[config.mk]
export PLATFORM = sky130hd
export DESIGN_NAME = uart_receiver
export DESIGN_NICKNAME = d
export VERILOG_FILES = /design/src/rtl/uart_receiver.sv
export SDC_FILE = /design/constraint.sdc
export NUM_CORES = 1
export LEC_CHECK = 0
export ABC_AREA = 1
export BUFFER_PORTS_ARGS = -buffer_cell sky130_fd_sc_hd__buf_2
export CAP_MARGIN = 10
export CORE_ASPECT_RATIO = 1.75
export CORE_MARGIN = 2
export CORE_UTILIZATION = 32
export CTS_BUF_LIST = sky130_fd_sc_hd__clkbuf_4
export CTS_CLUSTER_SIZE = 20
export DETAILED_ROUTE_END_ITERATION = 12
export GPL_TIMING_DRIVEN = 0
export MAX_ROUTING_LAYER = met4
export PLACE_DENSITY = 0.5
export SLEW_MARGIN = 20
export SYNTH_ARGS = -nofsm -noshare
export SYNTH_HDL_FRONTEND = slang
export SYNTH_SLANG_ARGS = --single-unit
[constraint.sdc]
create_clock -name clk -period 2.2 [get_ports clk]
set_input_delay 0.11 -clock clk [delete_from_list [all_inputs] [get_ports clk]]
set_output_delay 0.11 -clock clk [all_outputs]
set_load 0.005 [all_outputs]
[src/rtl/uart_receiver.sv]
// UART receive path: 4x-oversampled start/data/parity/stop recovery with valid/ready output.
// Defining UART_RX_BREAK_DETECT_EN adds a one-clk break_det pulse on all-zero framing-error words.
module uart_receiver #(
    parameter int SYNC_STAGES = 2
) (
    input  logic       clk,
    input  logic       resetn,
    input  logic       sample_tick,
    input  logic [1:0] PARITY_MODE,
    input  logic       rx,
    input  logic       rx_ready,
    output logic [7:0] rx_data,
    output logic       rx_valid,
    output logic       parity_err,
    output logic       frame_err,
    output logic       overrun,
    output logic       break_det
);

    // state      | meaning
    // S_IDLE     | line idle, waiting for rx_s low
    // S_START    | qualifying start bit at its midpoint
    // S_DATA     | sampling data (and parity) bits
    // S_STOP     | sampling the first stop bit, completing the word
    // S_WAIT_IDLE| framing error seen, waiting for line to return high
    localparam logic [2:0] S_IDLE      = 3'd0;
    localparam logic [2:0] S_START     = 3'd1;
    localparam logic [2:0] S_DATA      = 3'd2;
    localparam logic [2:0] S_STOP      = 3'd3;
    localparam logic [2:0] S_WAIT_IDLE = 3'd4;

    logic [SYNC_STAGES-1:0] sync_q;
    logic                   rx_s;
    logic [2:0]             state;
    logic [2:0]             tick_cnt;
    logic [3:0]             bit_cnt;
    logic [8:0]             shift_q;
    logic [1:0]             mode_q;

    logic       par_en;
    logic [3:0] last_bit;
    logic [7:0] data_w;
    logic       par_bit;
    logic       exp_par;
    logic       complete;

    // Preset to 1 so reset release never looks like a start bit.
    always_ff @(posedge clk or negedge resetn) begin
        if (!resetn)
            sync_q <= '1;
        else
            sync_q <= {sync_q[SYNC_STAGES-2:0], rx};
    end

    assign rx_s = sync_q[SYNC_STAGES-1];

    assign par_en   = (mode_q == 2'd1) || (mode_q == 2'd2);
    assign last_bit = par_en ? 4'd8 : 4'd7;
    // Bits enter at the top and shift right, so 8-bit frames sit one position higher.
    assign data_w   = par_en ? shift_q[7:0] : shift_q[8:1];
    assign par_bit  = shift_q[8];
    assign exp_par  = (mode_q == 2'd1) ? ~^data_w : ^data_w;
    assign complete = (state == S_STOP) && sample_tick && (tick_cnt == 3'd3);

    always_ff @(posedge clk or negedge resetn) begin
        if (!resetn) begin
            state    <= S_IDLE;
            tick_cnt <= 3'd0;
            bit_cnt  <= 4'd0;
            shift_q  <= 9'd0;
            mode_q   <= 2'd0;
        end else begin
            case (state)
                S_IDLE: begin
                    if (!rx_s) begin
                        state    <= S_START;
                        tick_cnt <= 3'd0;
                        mode_q   <= PARITY_MODE;
                    end
                end
                S_START: begin
                    if (sample_tick) begin
                        if (tick_cnt == 3'd1) begin
                            if (rx_s) begin
                                state <= S_IDLE;
                            end else begin
                                state    <= S_DATA;
                                tick_cnt <= 3'd0;
                                bit_cnt  <= 4'd0;
                            end
                        end else begin
                            tick_cnt <= tick_cnt + 3'd1;
                        end
                    end
                end
                S_DATA: begin
                    if (sample_tick) begin
                        if (tick_cnt == 3'd3) begin
                            shift_q  <= {rx_s, shift_q[8:1]};
                            tick_cnt <= 3'd0;
                            if (bit_cnt == last_bit)
                                state <= S_STOP;
                            else
                                bit_cnt <= bit_cnt + 4'd1;
                        end else begin
                            tick_cnt <= tick_cnt + 3'd1;
                        end
                    end
                end
                S_STOP: begin
                    if (sample_tick) begin
                        if (tick_cnt == 3'd3) begin
                            state    <= rx_s ? S_IDLE : S_WAIT_IDLE;
                            tick_cnt <= 3'd0;
                        end else begin
                            tick_cnt <= tick_cnt + 3'd1;
                        end
                    end
                end
                S_WAIT_IDLE: begin
                    if (rx_s)
                        state <= S_IDLE;
                end
                default: state <= S_IDLE;
            endcase
        end
    end

    // Error flags travel with the word and are only replaced on the next completion.
    always_ff @(posedge clk or negedge resetn) begin
        if (!resetn) begin
            rx_data    <= 8'd0;
            rx_valid   <= 1'b0;
            parity_err <= 1'b0;
            frame_err  <= 1'b0;
            overrun    <= 1'b0;
        end else if (complete) begin
            rx_data    <= data_w;
            parity_err <= par_en && (par_bit != exp_par);
            frame_err  <= ~rx_s;
            overrun    <= rx_valid & ~rx_ready;
            rx_valid   <= 1'b1;
        end else if (rx_valid && rx_ready) begin
            rx_valid <= 1'b0;
        end
    end

`ifdef UART_RX_BREAK_DETECT_EN
    always_ff @(posedge clk or negedge resetn) begin
        if (!resetn)
            break_det <= 1'b0;
        else
            break_det <= complete && !rx_s && (data_w == 8'd0) && (!par_en || !par_bit);
    end
`else
    assign break_det = 1'b0;
`endif

endmodule

Word-level counts from Yosys, hierarchy flattened
Cells that the tools add are included.
W data, S select, Z words.
- register bits after elaboration: 35
- bits of input ports: 7
- output and inout bits: 13
- word-level logic and storage cells: 85
- $add $sub $neg: 2
- equality and inequality tests: 22
- mux-type cells: 30
- bitwise gates (word level): 3
- reductions and logical operators: 17
- operator list (kind ; number):
    $mux W3 ; 15
    $mux W4 ; 7
    $ne A2 B2 Y1 const B ; 10
    $pmux W3 S5 ; 1
    $eq A3 B2 Y1 const B ; 3
    $pmux W3 S3 ; 1
    $reduce_and A9 Y1 ; 1
    $mux W8 ; 1
    $pmux W4 S2 ; 1
    $reduce_xnor A8 Y1 ; 1
    $reduce_xor A8 Y1 ; 1
    $reduce_and A7 Y1 ; 1
    $eq A3 B1 Y1 const B ; 2
    $reduce_and A3 Y1 ; 2
    $add A4 B1 Y4 const B ; 1
    $eq A4 B4 Y1 ; 1
    $logic_and A1 B1 Y1 ; 4
    $ne A2 B1 Y1 const B ; 2
    $reduce_bool A2 Y1 ; 2
    $add A3 B1 Y3 const B ; 1
    $eq A3 B3 Y1 const B ; 1
    $logic_not A3 Y1 ; 1
    $mux W1 ; 3
    $reduce_bool A3 Y1 ; 1
    other kinds (9) ; 10

Longest topological paths before layout
Gate-level depths: netlist (run 1).
- word-level depth: 8
- mapped depth: 16
- mapped depth without buffers: 16

Worst setup path after synthesis (run 1)
OpenSTA, ideal clock, no wires.
- path type: reg2reg
- start: reg mode_q[0]
- end: reg parity_err
- library setup time: 0.116 ns
- arrival: 1.579 ns
- data required time: 2.084 ns
- slack: 0.504 ns
- cell stages (with the launch flop): 13
- path buffers: 1
- period minus slack after synthesis: 1.696 ns
- cell sequence: dfrtp_1 -> ha_1 -> buf_6 -> o21ai_0 -> inv_1 -> nand2_1 -> nand2_1 -> nand2_1 -> nand2_1 -> nand3_1 -> nand2_1 -> nand2_1 -> nand2_1
- longest elaborated chain between the ends: 7
- elaborated cells on any way between the ends: 9
- those cells by class: 3 x eq/ne; 2 x mux; 4 x reduce/logical
- RTL lines (element ; RTL line ; RTL):
    start, declared ; 38 ; logic [1:0] mode_q;
    start signal, assigned ; 71 ; mode_q <= 2'd0;
    start signal, assigned ; 78 ; mode_q <= PARITY_MODE;
    $eq A2 B1 Y1 or $eq A2 B2 Y1 (tied branches) ; 57, 62 ;
    $logic_or A1 B1 Y1 ; 57 ; assign par_en = (mode_q == 2'd1) || (mode_q == 2'd2);
    $mux W8 ; 60 ; assign data_w = par_en ? shift_q[7:0] : shift_q[8:1];
    $reduce_xor A8 Y1 or $reduce_xnor A8 Y1 (tied branches) ; 62 ; assign exp_par = (mode_q == 2'd1) ? ~^data_w : ^data_w;
    $mux W1 ; 62 ;
    $ne A1 B1 Y1 ; 139 ; parity_err <= par_en && (par_bit != exp_par);
    $logic_and A1 B1 Y1 * ; 139 ;
    end signal, assigned ; 139 ;
    end, declared ; 14 ; output logic parity_err,
Mark *: on every way between the ends. The rest lies on a longest branch, timed or not.
A chain may end at the register's enable or synchronous reset.

Worst setup path in the final report (run 1)
Same ends and word-level chain as after synthesis.

==> run_results.csv, run 1 <==
group,metric,value,unit
critical_path,start_kind,"flop",
clocking,cts.clk_slew.worst_paths,0.11,ns
yosys,synth_fa_ha_area_share,3.97,%
sta,drv_slew,0,
yosys,yosys.area_share.simple,26.9,%
yosys,yosysTopAreaCell,"dfrtp_1",
place,place_inst,339,
yosys,synth_top_cells_by_area,"dfrtp_1 44%, nand2_1 18%, o21ai_0 6.6%, inv_1 4.8%, ha_1 4.0%",
critical_path,worst-setup-path-type,"flop to flop",
critical_path,cp-end-kind,"flop",
clocking,clkSinkCount,35,
global_route,grt_pass1_wl,6.85,mm
floorplan,dieHeight,106,um
yosys,netlist_area,0.00189,mm2
critical_path,crit_fanout,10,
yosys,seq_area_frac_synth,46.5,%
detailed_routing,drc_errors,0,
global_route,antenna_found_initial,0,
critical_path,arrival,2.13,ns
clocking,ctsResizeCount,0,
yosys,synth_cells,243,
clocking,cts_tree,"yes",
finish,drive_gt1_share,17.9,%
yosys,synth_top_area_share,43.7,%
finish,fillers,608,
detailed_routing,first_pass_iters,4,
yosys,synth_top_family_by_area,"simple AND/OR/NAND/NOR gates",
finish,syn_to_final_growth,14.8,%
clocking,holdBufCountCts,4,
global_route,grt_start_max_net_pins,36,
global_route,grt.overflow.total,0,
worst_hold_path,hold_class,"primary input to flop",
clocking,htreeDepth,2,
sta,max_freq,530,MHz
sta,finalSetupTns,0,ns
yosys,syn-mean-instance-area,7.77,um2
critical_path,crit_path_frequent_cell,"nand2_1",
finish,diodes,0,
detailed_routing,drt-total-wl,4.04,mm
critical_path,cp_slowest_cell,"dfrtp_1",
finish,final_nets,285,
detailed_routing,wl_per_cell,11.5,um
sta,grt_setup_unrepaired,"false",
sta,setup_violations,0,
sta,worst_pin_slew,0.802,ns
clocking,cts_setup_buffers,0,
yosys,synth_compound_area_share,13.4,%
sta,finalHoldViolations,0,
floorplan,io_pins,20,
critical_path,cp_cell_sequence,"ha_1, buf_6, o21ai_0, inv_1, nand2_1, nand2_1, nand2_1, nand2_1, nand3_1, nand2_1, nand2_1, nand2_1",
detailed_routing,vias,1554,
global_route,track_usage,14.6,%
global_route,grtUsageMet1,15.2,%
sta,relSlewSlack,46.5,%
sta,period_needed,1.89,ns
floorplan,core_region_area,0.00579,mm2
floorplan,initial_core_util,32.6,%
yosys,yosys_warnings,0,
global_route,gr-max-usage-layer,"met2",
critical_path,cpPeakStageDelay,0.39,ns
place,hpwl,3.00,mm
clocking,root_buffer,"clkbuf_4",
global_route,grtUsageMet2,25.0,%
detailed_routing,drt_iter0_drc,60,
global_route,grt_pass1_vias,1528,
power,ir_drop,0.394,mV
yosys,synth_nets,256,
yosys,synth_xor_area_share,0.927,%
sta,layout_worst_path_cycle_share,85.7,%
place,port_buffers,18,
run,cap_viol_max_count,0,
clocking,cts_buffer_depth,2,
run_status,status,"finished, final reports clean",
clocking,clock_latency,0.34,ns
floorplan,dieWidth,62.1,um
place,place.gp.congestion,0.776,
global_route,grt.met3_usage,2.94,%
detailed_routing,viasPerCell,4.43,
yosys,yosysUniqueCellTypes,30,
clocking,cts_buffers,5,
finish,stdcell_count,351,
yosys,synth_seq_cells,35,
critical_path,cp.required,2.45,ns
power,power_per_cell_area,1470,mW/mm2
sta,clock_skew,0.00494,ns
power,p_leak,1.12,nW
yosys,synthMuxAreaShare,0.596,%
floorplan,rows,37,
floorplan,die_area,0.00656,mm2
detailed_routing,drtAntennaViolNets,0,
-- worst max-delay path, delay by kind of cell (launching register included) --
family	cells	cell delay [ns]
flops	1	0.39
fa+ha+maj	1	0.39
compound gates	1	0.27
simple gates	8	0.48
buf+inv	2	0.25
-- flip-flops by register name, indices dropped and copies added (netlist names) --
| signal | count |
|---|---|
| bit_cnt | 4 |
| rx_valid | 1 |
| parity_err | 1 |
| state | 3 |
| rx_data | 8 |
| frame_err | 1 |
| shift_q | 9 |
| tick_cnt | 3 |
| mode_q | 2 |
| overrun | 1 |
| sync_q | 2 |
-- stage by stage --
step / utilization, % / instance area [um2] / hold WS (ns) / setup WS [ns] / total power [mW]
CTS: 37.5 / 2170 / 0.000151 / 0.276 / 3.24
global placement: 35.9 / 2080 / 0.215 / 0.286 / 2.85
finish: 37.5 / 2170 / 0.00890 / 0.314 / 3.19
detailed placement: 35.9 / 2080 / 0.217 / 0.310 / 2.86
floorplan: - / 1890 / -0.186 / 0.504 / 2.44
global route: 37.5 / 2170 / 0.00361 / 0.150 / 3.58
-- cells in the mapped netlist, drive strengths merged --
| master | number |
|---|---|
| nand3 | 10 |
| ha | 6 |
| a21oi | 6 |
| dfrtp | 33 |
| or2 | 3 |
| o211ai | 1 |
| xor2 | 2 |
| o21ai | 31 |
| dfstp | 2 |
| nor2 | 14 |
| mux2 | 1 |
| a31oi | 2 |
| nor3 | 2 |
| nand2 | 93 |
| o22ai | 2 |
| o31ai | 2 |
| conb | 1 |
| buf | 6 |
| inv | 26 |
-- power breakdown --
group | internal [mW] | switching [mW] | total (mW)
sequential | 0.868 | 0.183 | 1.05
clock | 0.131 | 0.222 | 0.353
combinational | 0.674 | 1.11 | 1.78
-- routing by layer --
layer	vias up	share of wire (%)
li1	824	-
met2	22	56
met5	-	0
met4	0	1.8
met3	5	2.1
met1	703	40
-- final cells by class --
cell class | count | area (um2) | area share, %
Buffer | 6 | 45.0 | 2.08
Clock buffer | 6 | 45.0 | 2.08
Clock inverter | 2 | 7.51 | 0.346
Inverter | 26 | 97.6 | 4.50
Multi-Input combinational cell | 176 | 868 | 40.0
Sequential cell | 35 | 878 | 40.5
Tap cell | 78 | 97.6 | 4.50
Timing Repair Buffer | 22 | 130 | 6.00
-- kinds of logic after synthesis --
logic type               Yosys count
AND/OR/NAND/NOR                  122
AO/OA/AOI/OAI                     44
flip-flops                        35
buffers and inverters             32
adder cells (fa/ha/maj)            6
XOR/XNOR                           2
other                              1
multiplexers                       1
-- path summary, 6_finish.rpt --
| kind | slack, ns | cells after the start | end | start |
|---|---|---|---|---|
| min in group asynchronous | 0.38 | 2 | rx_data[7] | resetn |
| worst max register to register | 0.31 | 12 | parity_err | mode_q[0] |
| worst max-delay path | 0.31 | 12 | parity_err | mode_q[0] |
| worst min register to register | 0.36 | 0 | sync_q[1] | sync_q[0] |
| max in group asynchronous | 1.32 | 2 | shift_q[3] | resetn |
| worst min-delay path | 0.009 | 3 | mode_q[1] | PARITY_MODE[1] |
-- cell usage in the layout (no fill, tap or decap) --
master         count
nor2_4             1
conb_1             1
o21ai_1            2
xor2_1             2
nand3_1           10
buf_4              1
nor3_1             1
inv_1             24
dfrtp_1           33
clkinv_1           2
clkbuf_4           6
dlygate4sd3_1      4
a21oi_1            6
o31ai_2            1
o22ai_1            2
ha_1               6
o31ai_1            1
dfstp_2            2
nand2_2            1
inv_2              2
buf_6              2
nor3_2             1
o211ai_1           1
or2_2              3
buf_2             21
mux2_2             1
nor2_2             2
nand2_1           91
nand2_4            1
a31oi_1            2
nor2_1            11
o21ai_0           25
o21ai_2            4
No activity file was read; power rests on OpenSTA's default activity.
==> inputs of run 2 (changes only) <==
CORE_UTILIZATION = 55   (was 32)
CTS_CLUSTER_DIAMETER = 40   (was default)
PLACE_DENSITY = 0.76   (was 0.5)
==> run 2 against run 1 <==
Compared with the run above:
- die area is 40% lower
- design area down 2.3%
- global-route usage is 7.7 points higher
- sequential share of layout area rose by 0.96 points
- worst hold slack got worse by 0.0055 ns
- routed wire length fell by 8.9%
- clock skew rose by 0.0084 ns
- flip-flop and latch count unchanged
- total power fell by 0.73%
- cell count fell by 9.7%
- clock-buffer cell count stayed put
==> run_results.csv, run 2 (synthesis results as in run 1) <==
group,metric,value,unit
run_status,status,"finished, final reports clean",
detailed_routing,drc_errors,0,
floorplan,rows,28,
detailed_routing,drt-total-wl,3.68,mm
global_route,track_usage,22.3,%
clocking,ctsResizeCount,0,
clocking,htreeDepth,2,
power,power_per_cell_area,1490,mW/mm2
detailed_routing,drtAntennaViolNets,0,
critical_path,start_kind,"flop",
critical_path,cp-end-kind,"flop",
floorplan,io_pins,20,
sta,worst_pin_slew,0.794,ns
detailed_routing,viasPerCell,5.09,
sta,clock_skew,0.0134,ns
clocking,cts_tree,"yes",
clocking,clock_latency,0.35,ns
sta,drv_slew,0,
finish,top_register,"shift_q",
floorplan,die_area,0.00394,mm2
clocking,root_buffer,"clkbuf_4",
critical_path,crit_fanout,10,
global_route,antenna_found_initial,0,
clocking,clkSinkCount,35,
finish,syn_to_final_growth,12.2,%
sta,layout_worst_path_cycle_share,84.9,%
finish,diodes,0,
global_route,grt.overflow.total,0,
finish,final_common_cell,"nand2_1",
sta,finalHoldViolations,0,
clocking,cts_buffer_depth,2,
clocking,cts_buffers,5,
detailed_routing,routed.top_layer,"met4",
floorplan,initial_core_util,56.8,%
place,hpwl,2.72,mm
detailed_routing,drt_iter0_drc,44,
run,cap_viol_max_count,0,
power,p_leak,1.12,nW
worst_hold_path,hold_class,"primary input to flop",
place,dpl_cell_area,0.00204,mm2
global_route,grt_start_max_net_pins,36,
power,ir_drop,0.735,mV
finish,drive_gt1_share,18.4,%
finish,layout_common_cells,"91 x nand2_1, 33 x dfrtp_1, 25 x o21ai_0",
global_route,grt_pass1_vias,1500,
place,place.gp.congestion,0.822,
sta,finalSetupTns,0,ns
finish,final_nets,284,
floorplan,core_region_area,0.00333,mm2
detailed_routing,first_pass_iters,4,
floorplan,dieWidth,48.3,um
sta,grt_setup_unrepaired,"false",
finish,reg_top3,"shift_q x9, rx_data x8, bit_cnt x4",
detailed_routing,wl_per_cell,11.6,um
sta,setup_violations,0,
global_route,grt_pass1_wl,6.51,mm
finish,utilization,63.7,%
floorplan,dieHeight,81.5,um
place,port_buffers,18,
detailed_routing,wl_met2,2.09,mm
critical_path,arrival,2.11,ns
detailed_routing,vias,1612,
detailed_routing,wl_met3,118,um
detailed_routing,m1WireLength,1.39,mm
critical_path,worst-setup-path-type,"flop to flop",
sta,max_freq,535,MHz
sta,period_needed,1.87,ns
clocking,cts.clk_slew.worst_paths,0.11,ns
finish,fin_area,0.00212,mm2
critical_path,cp.required,2.44,ns
finish,largest_reg_flops,9,
sta,relSlewSlack,47.1,%
sta,holdWs,0.00343,ns
-- run 2: cell types whose count changed in the layout (fill, tap and decap cells not counted) --
cell           delta
clkinv_2          +1
clkinv_1          -1
dlygate4sd3_1     -1
-- run 2: layout make-up --
class                   instances  area (um2)
clock buffers                   6        45.0
multi-input cells             176         868
fillers                       319        1210
repair buffers                 21         120
flip-flops and latches         35         878
clock inverters                 2        8.76
inverters                      26        97.6
well taps                      45        56.3
plain buffers                   6        45.0
-- run 2: per-layer routing --
metal | GRT usage [%] | vias up
met1 | 21.9 | 744
met4 | 9.43 | 0
met2 | 42.6 | 30
met3 | 4.36 | 10
met5 | - | -
li1 | - | 828
-- run 2: power by group --
part | internal, mW | leakage, nW | switching [mW]
logic | 0.671 | 0.632 | 1.09
clock network | 0.132 | 0.0331 | 0.217
registers | 0.868 | 0.451 | 0.181
total | 1.67 | 1.12 | 1.49
-- run 2: repair_timing --
action	CTS	global route
hold endpoints to repair	35	0
hold buffers	3	0
buffers inserted	0	0
-- run 2: path summary, 6_finish.rpt --
check                                from         end  slack [ns]  depth (start not counted)
worst max-delay path            mode_q[0]  parity_err        0.33                         12
worst min-delay path             rx_ready    rx_valid       0.003                          4
worst max register to register  mode_q[0]  parity_err        0.33                         12
worst min register to register  sync_q[0]   sync_q[1]        0.36                          0
max in group asynchronous          resetn  shift_q[5]        1.30                          2
min in group asynchronous          resetn  shift_q[0]        0.39                          2
-- run 2: through the flow --
stage	power (mW)	cells	worst slack, ns
finish	3.16	317	0.333
global route	3.54	317	0.0807
CTS	3.18	317	0.308
detailed placement	2.82	306	0.347
global placement	2.78	306	0.350
floorplan	2.44	243	0.504
-- run 2: critical path: stages, from the launching register on --
cell     delay, ns
dfrtp_1       0.40
ha_1          0.39
buf_6         0.17
o21ai_0       0.25
inv_1         0.07
nand2_1       0.08
nand2_1       0.05
nand2_1       0.06
nand2_1       0.07
nand3_1       0.08
nand2_1       0.05
nand2_1       0.05
nand2_1       0.04
==> inputs of run 3 (changes only) <==
ABC_AREA = 0   (was 1)
clock period = 1.8 ns   (was 2.2 ns; I/O delays follow)
==> run 3 against run 2 <==
Compared with the run above:
- die area decreased by 0.25%
- register-to-register slack got worse by 0.29 ns
- maximum frequency up 6.4%
- critical path depth is 6 lower
- global-route usage grew 0.34 points
- core utilization up 2.6 points
- sequential power is essentially flat
- non-clock buffer count increased by 7
- clock skew fell by 0.0056 ns
- clock-buffer cell count is the same
- combinational power is 13% lower
- sequential share of layout area down 1.6 points
- largest cell class is now multi-input combinational cells
- largest power group unchanged
- highest routed layer unchanged
==> run_results.csv, run 3 <==
group,metric,value,unit
run_status,status,"finished, final reports clean",
finish,diodes,0,
power,power_per_cell_area,1350,mW/mm2
critical_path,worst-setup-path-type,"flop to flop",
sta,drv_slew,0,
floorplan,dieWidth,48.2,um
floorplan,core_region_area,0.00333,mm2
yosys,yosysTopAreaCell,"dfrtp_1",
critical_path,reg2reg_from,"tick_cnt[0]",
critical_path,cp.required,2.04,ns
finish,final_common_cell,"dfrtp_1",
detailed_routing,viasPerCell,5.65,
global_route,grt_start_max_net_pins,36,
yosys,seq_area_frac_synth,46.6,%
detailed_routing,first_pass_iters,4,
sta,max_freq,570,MHz
yosys,synth_top_flop_cell,"dfrtp_1",
floorplan,die_area,0.00393,mm2
sta,grt_setup_unrepaired,"false",
sta,layout_worst_path_cycle_share,97.5,%
sta,setup_violations,0,
critical_path,cp-end-kind,"flop",
yosys,yosys_warnings,0,
detailed_routing,drc_errors,0,
critical_path,startpoint,"tick_cnt[0]",
sta,fin_ws,0.0449,ns
clocking,cts.clk_slew.worst_paths,0.10,ns
critical_path,cp_cell_sequence,"ha_2, ha_4, or2b_1, a21oi_2, nand3b_4, mux2_4",
place,place_worst_setup_slack,-0.138,ns
yosys,async_flop_share,100,%
floorplan,initial_core_util,56.6,%
critical_path,start_kind,"flop",
global_route,grt_pass1_wl,6.09,mm
yosys,synth_edf_count,0,
sta,worst_pin_slew,0.775,ns
clocking,cts_tree,"yes",
worst_hold_path,min_from,"rx_ready",
place,port_buffers,18,
place,dpl_cell_area,0.00204,mm2
clocking,clock_latency,0.34,ns
global_route,grt_pass1_vias,1404,
floorplan,dieHeight,81.4,um
critical_path,cpPeakStageDelay,0.40,ns
yosys,synth_seq_cells,35,
sta,period_needed,1.76,ns
sta,clock_skew,0.00777,ns
clocking,clkSinkCount,35,
critical_path,arrival,1.99,ns
place,place.gp.congestion,0.929,
place,hpwl,2.65,mm
sta,finalHoldViolations,0,
detailed_routing,wl_per_cell,14.8,um
yosys,netlist_area,0.00188,mm2
finish,syn_to_final_growth,17.1,%
yosys,synth_top_cells_by_area,"dfrtp_1 44%, mux2_1 5.4%, mux2i_1 4.8%, xnor2_1 4.2%, ha_1 4.0%",
finish,drive_gt1_share,31.2,%
finish,regArea,880,um2
yosys,syn-mean-instance-area,11.4,um2
floorplan,io_pins,20,
power,ir_drop,0.711,mV
finish,final_nets,211,
global_route,antenna_found_initial,0,
finish,top_register,"shift_q",
detailed_routing,vias,1378,
finish,largest_reg_flops,9,
clocking,htreeDepth,2,
finish,multi_input_area,975,um2
critical_path,cp_slowest_cell,"dfrtp_1",
yosys,synth_cells,166,
finish,reg_top3,"shift_q x9, rx_data x8, bit_cnt x4",
yosys,synth_top_area_share,43.8,%
critical_path,crit_fanout,4,
yosys,netlist_top_cells_count,"33 x dfrtp_1, 15 x nand2_1, 10 x o21ai_0",
global_route,track_usage,22.6,%
clocking,cts_buffer_depth,2,
floorplan,rows,28,
run,cap_viol_max_count,0,
detailed_routing,drtAntennaViolNets,0,
worst_hold_path,hold_class,"primary input to flop",
detailed_routing,drt-total-wl,3.62,mm
finish,fillers,261,
global_route,grt.overflow.total,0,
yosys,yosysMostFrequentCell,"dfrtp_1",
clocking,root_buffer,"clkbuf_4",
sta,relSlewSlack,48.4,%
finish,layout_common_cells,"32 x dfrtp_1, 18 x buf_2, 15 x nand2_1",
detailed_routing,drt_iter0_drc,31,
clocking,cts_buffers,5,
finish,fin_area,0.00221,mm2
power,p_leak,1.03,nW
yosys,synth_nets,179,
yosys,yosysUniqueCellTypes,49,
-- run 3: final timing paths --
check | endpoint | slack [ns] | depth (start not counted)
worst max-delay path | state[2] | 0.04 | 6
worst min-delay path | rx_valid | 0.03 | 3
worst max register to register | state[2] | 0.04 | 6
worst min register to register | sync_q[1] | 0.36 | 0
max in group asynchronous | state[2] | 0.93 | 2
min in group asynchronous | shift_q[6] | 0.34 | 2
-- run 3: where the power goes --
group | total [mW] | internal, mW | switching (mW)
logic | 1.53 | 0.773 | 0.761
registers | 1.04 | 0.924 | 0.120
clock network | 0.412 | 0.160 | 0.253
total | 2.99 | 1.86 | 1.13
-- run 3: repair_timing --
item | 4_1_cts | 5_1_grt
endpoints found under the setup margin | 4 | 4
endpoints found under the hold margin | 36 | 0
buffers inserted | 3 | 0
hold buffers | 4 | 0
pin swaps | 4 | 5
gates resized for setup | 4 | 9
-- run 3: cell type report --
cell class                 instances  area share, %
buffer                             9           3.29
clock buffer                       6           2.04
clock inverter                     2          0.340
inverter                           5          0.850
multi-input combinational        117           44.2
sequential                        35           39.9
tap                               45           2.55
timing repair buffer              25           6.92
-- run 3: stage by stage --
stage               total power [mW]  utilization, %  TNS (ns)  hold slack [ns]  std cells
floorplan                       2.15               -         0           -0.206        166
global placement                2.36            61.4    -0.234            0.189        229
detailed placement              2.42            61.4    -0.349            0.196        229
CTS                             2.96            65.4         0           0.0218        244
global route                    3.19            66.3         0           0.0279        244
finish                          2.99            66.3         0           0.0314        244
-- run 3: logic make-up (layout without fill, tap and decap cells) --
group           count (synthesis)  in the layout  share of synthesized area, %
compound gates                 34             34                          12.0
xor+xnor                       10             10                          4.65
fa+ha+maj                       6              6                          3.98
buf+inv                        14             47                          4.91
flops                          35             35                          46.6
mux                            21             21                          12.4
other cells                     1              1                         0.199
simple gates                   45             45                          15.3
-- run 3: worst max-delay path, delay by kind of cell, from the launching register on --
family / cells / cell delay [ns]
AO/OA/AOI/OAI: 1 / 0.15
flip-flops: 1 / 0.40
adder cells (fa/ha/maj): 2 / 0.39
AND/OR/NAND/NOR: 2 / 0.41
multiplexers: 1 / 0.30
-- run 3: layer usage --
| layer | GRT usage (%) | up-vias | part of all wire, % |
|---|---|---|---|
| met2 | 39.6 | 29 | 57 |
| met5 | - | - | 0 |
| met3 | 5.27 | 14 | 3.3 |
| met1 | 21.4 | 690 | 37 |
| li1 | - | 645 | - |
| met4 | 11.4 | 0 | 3.2 |
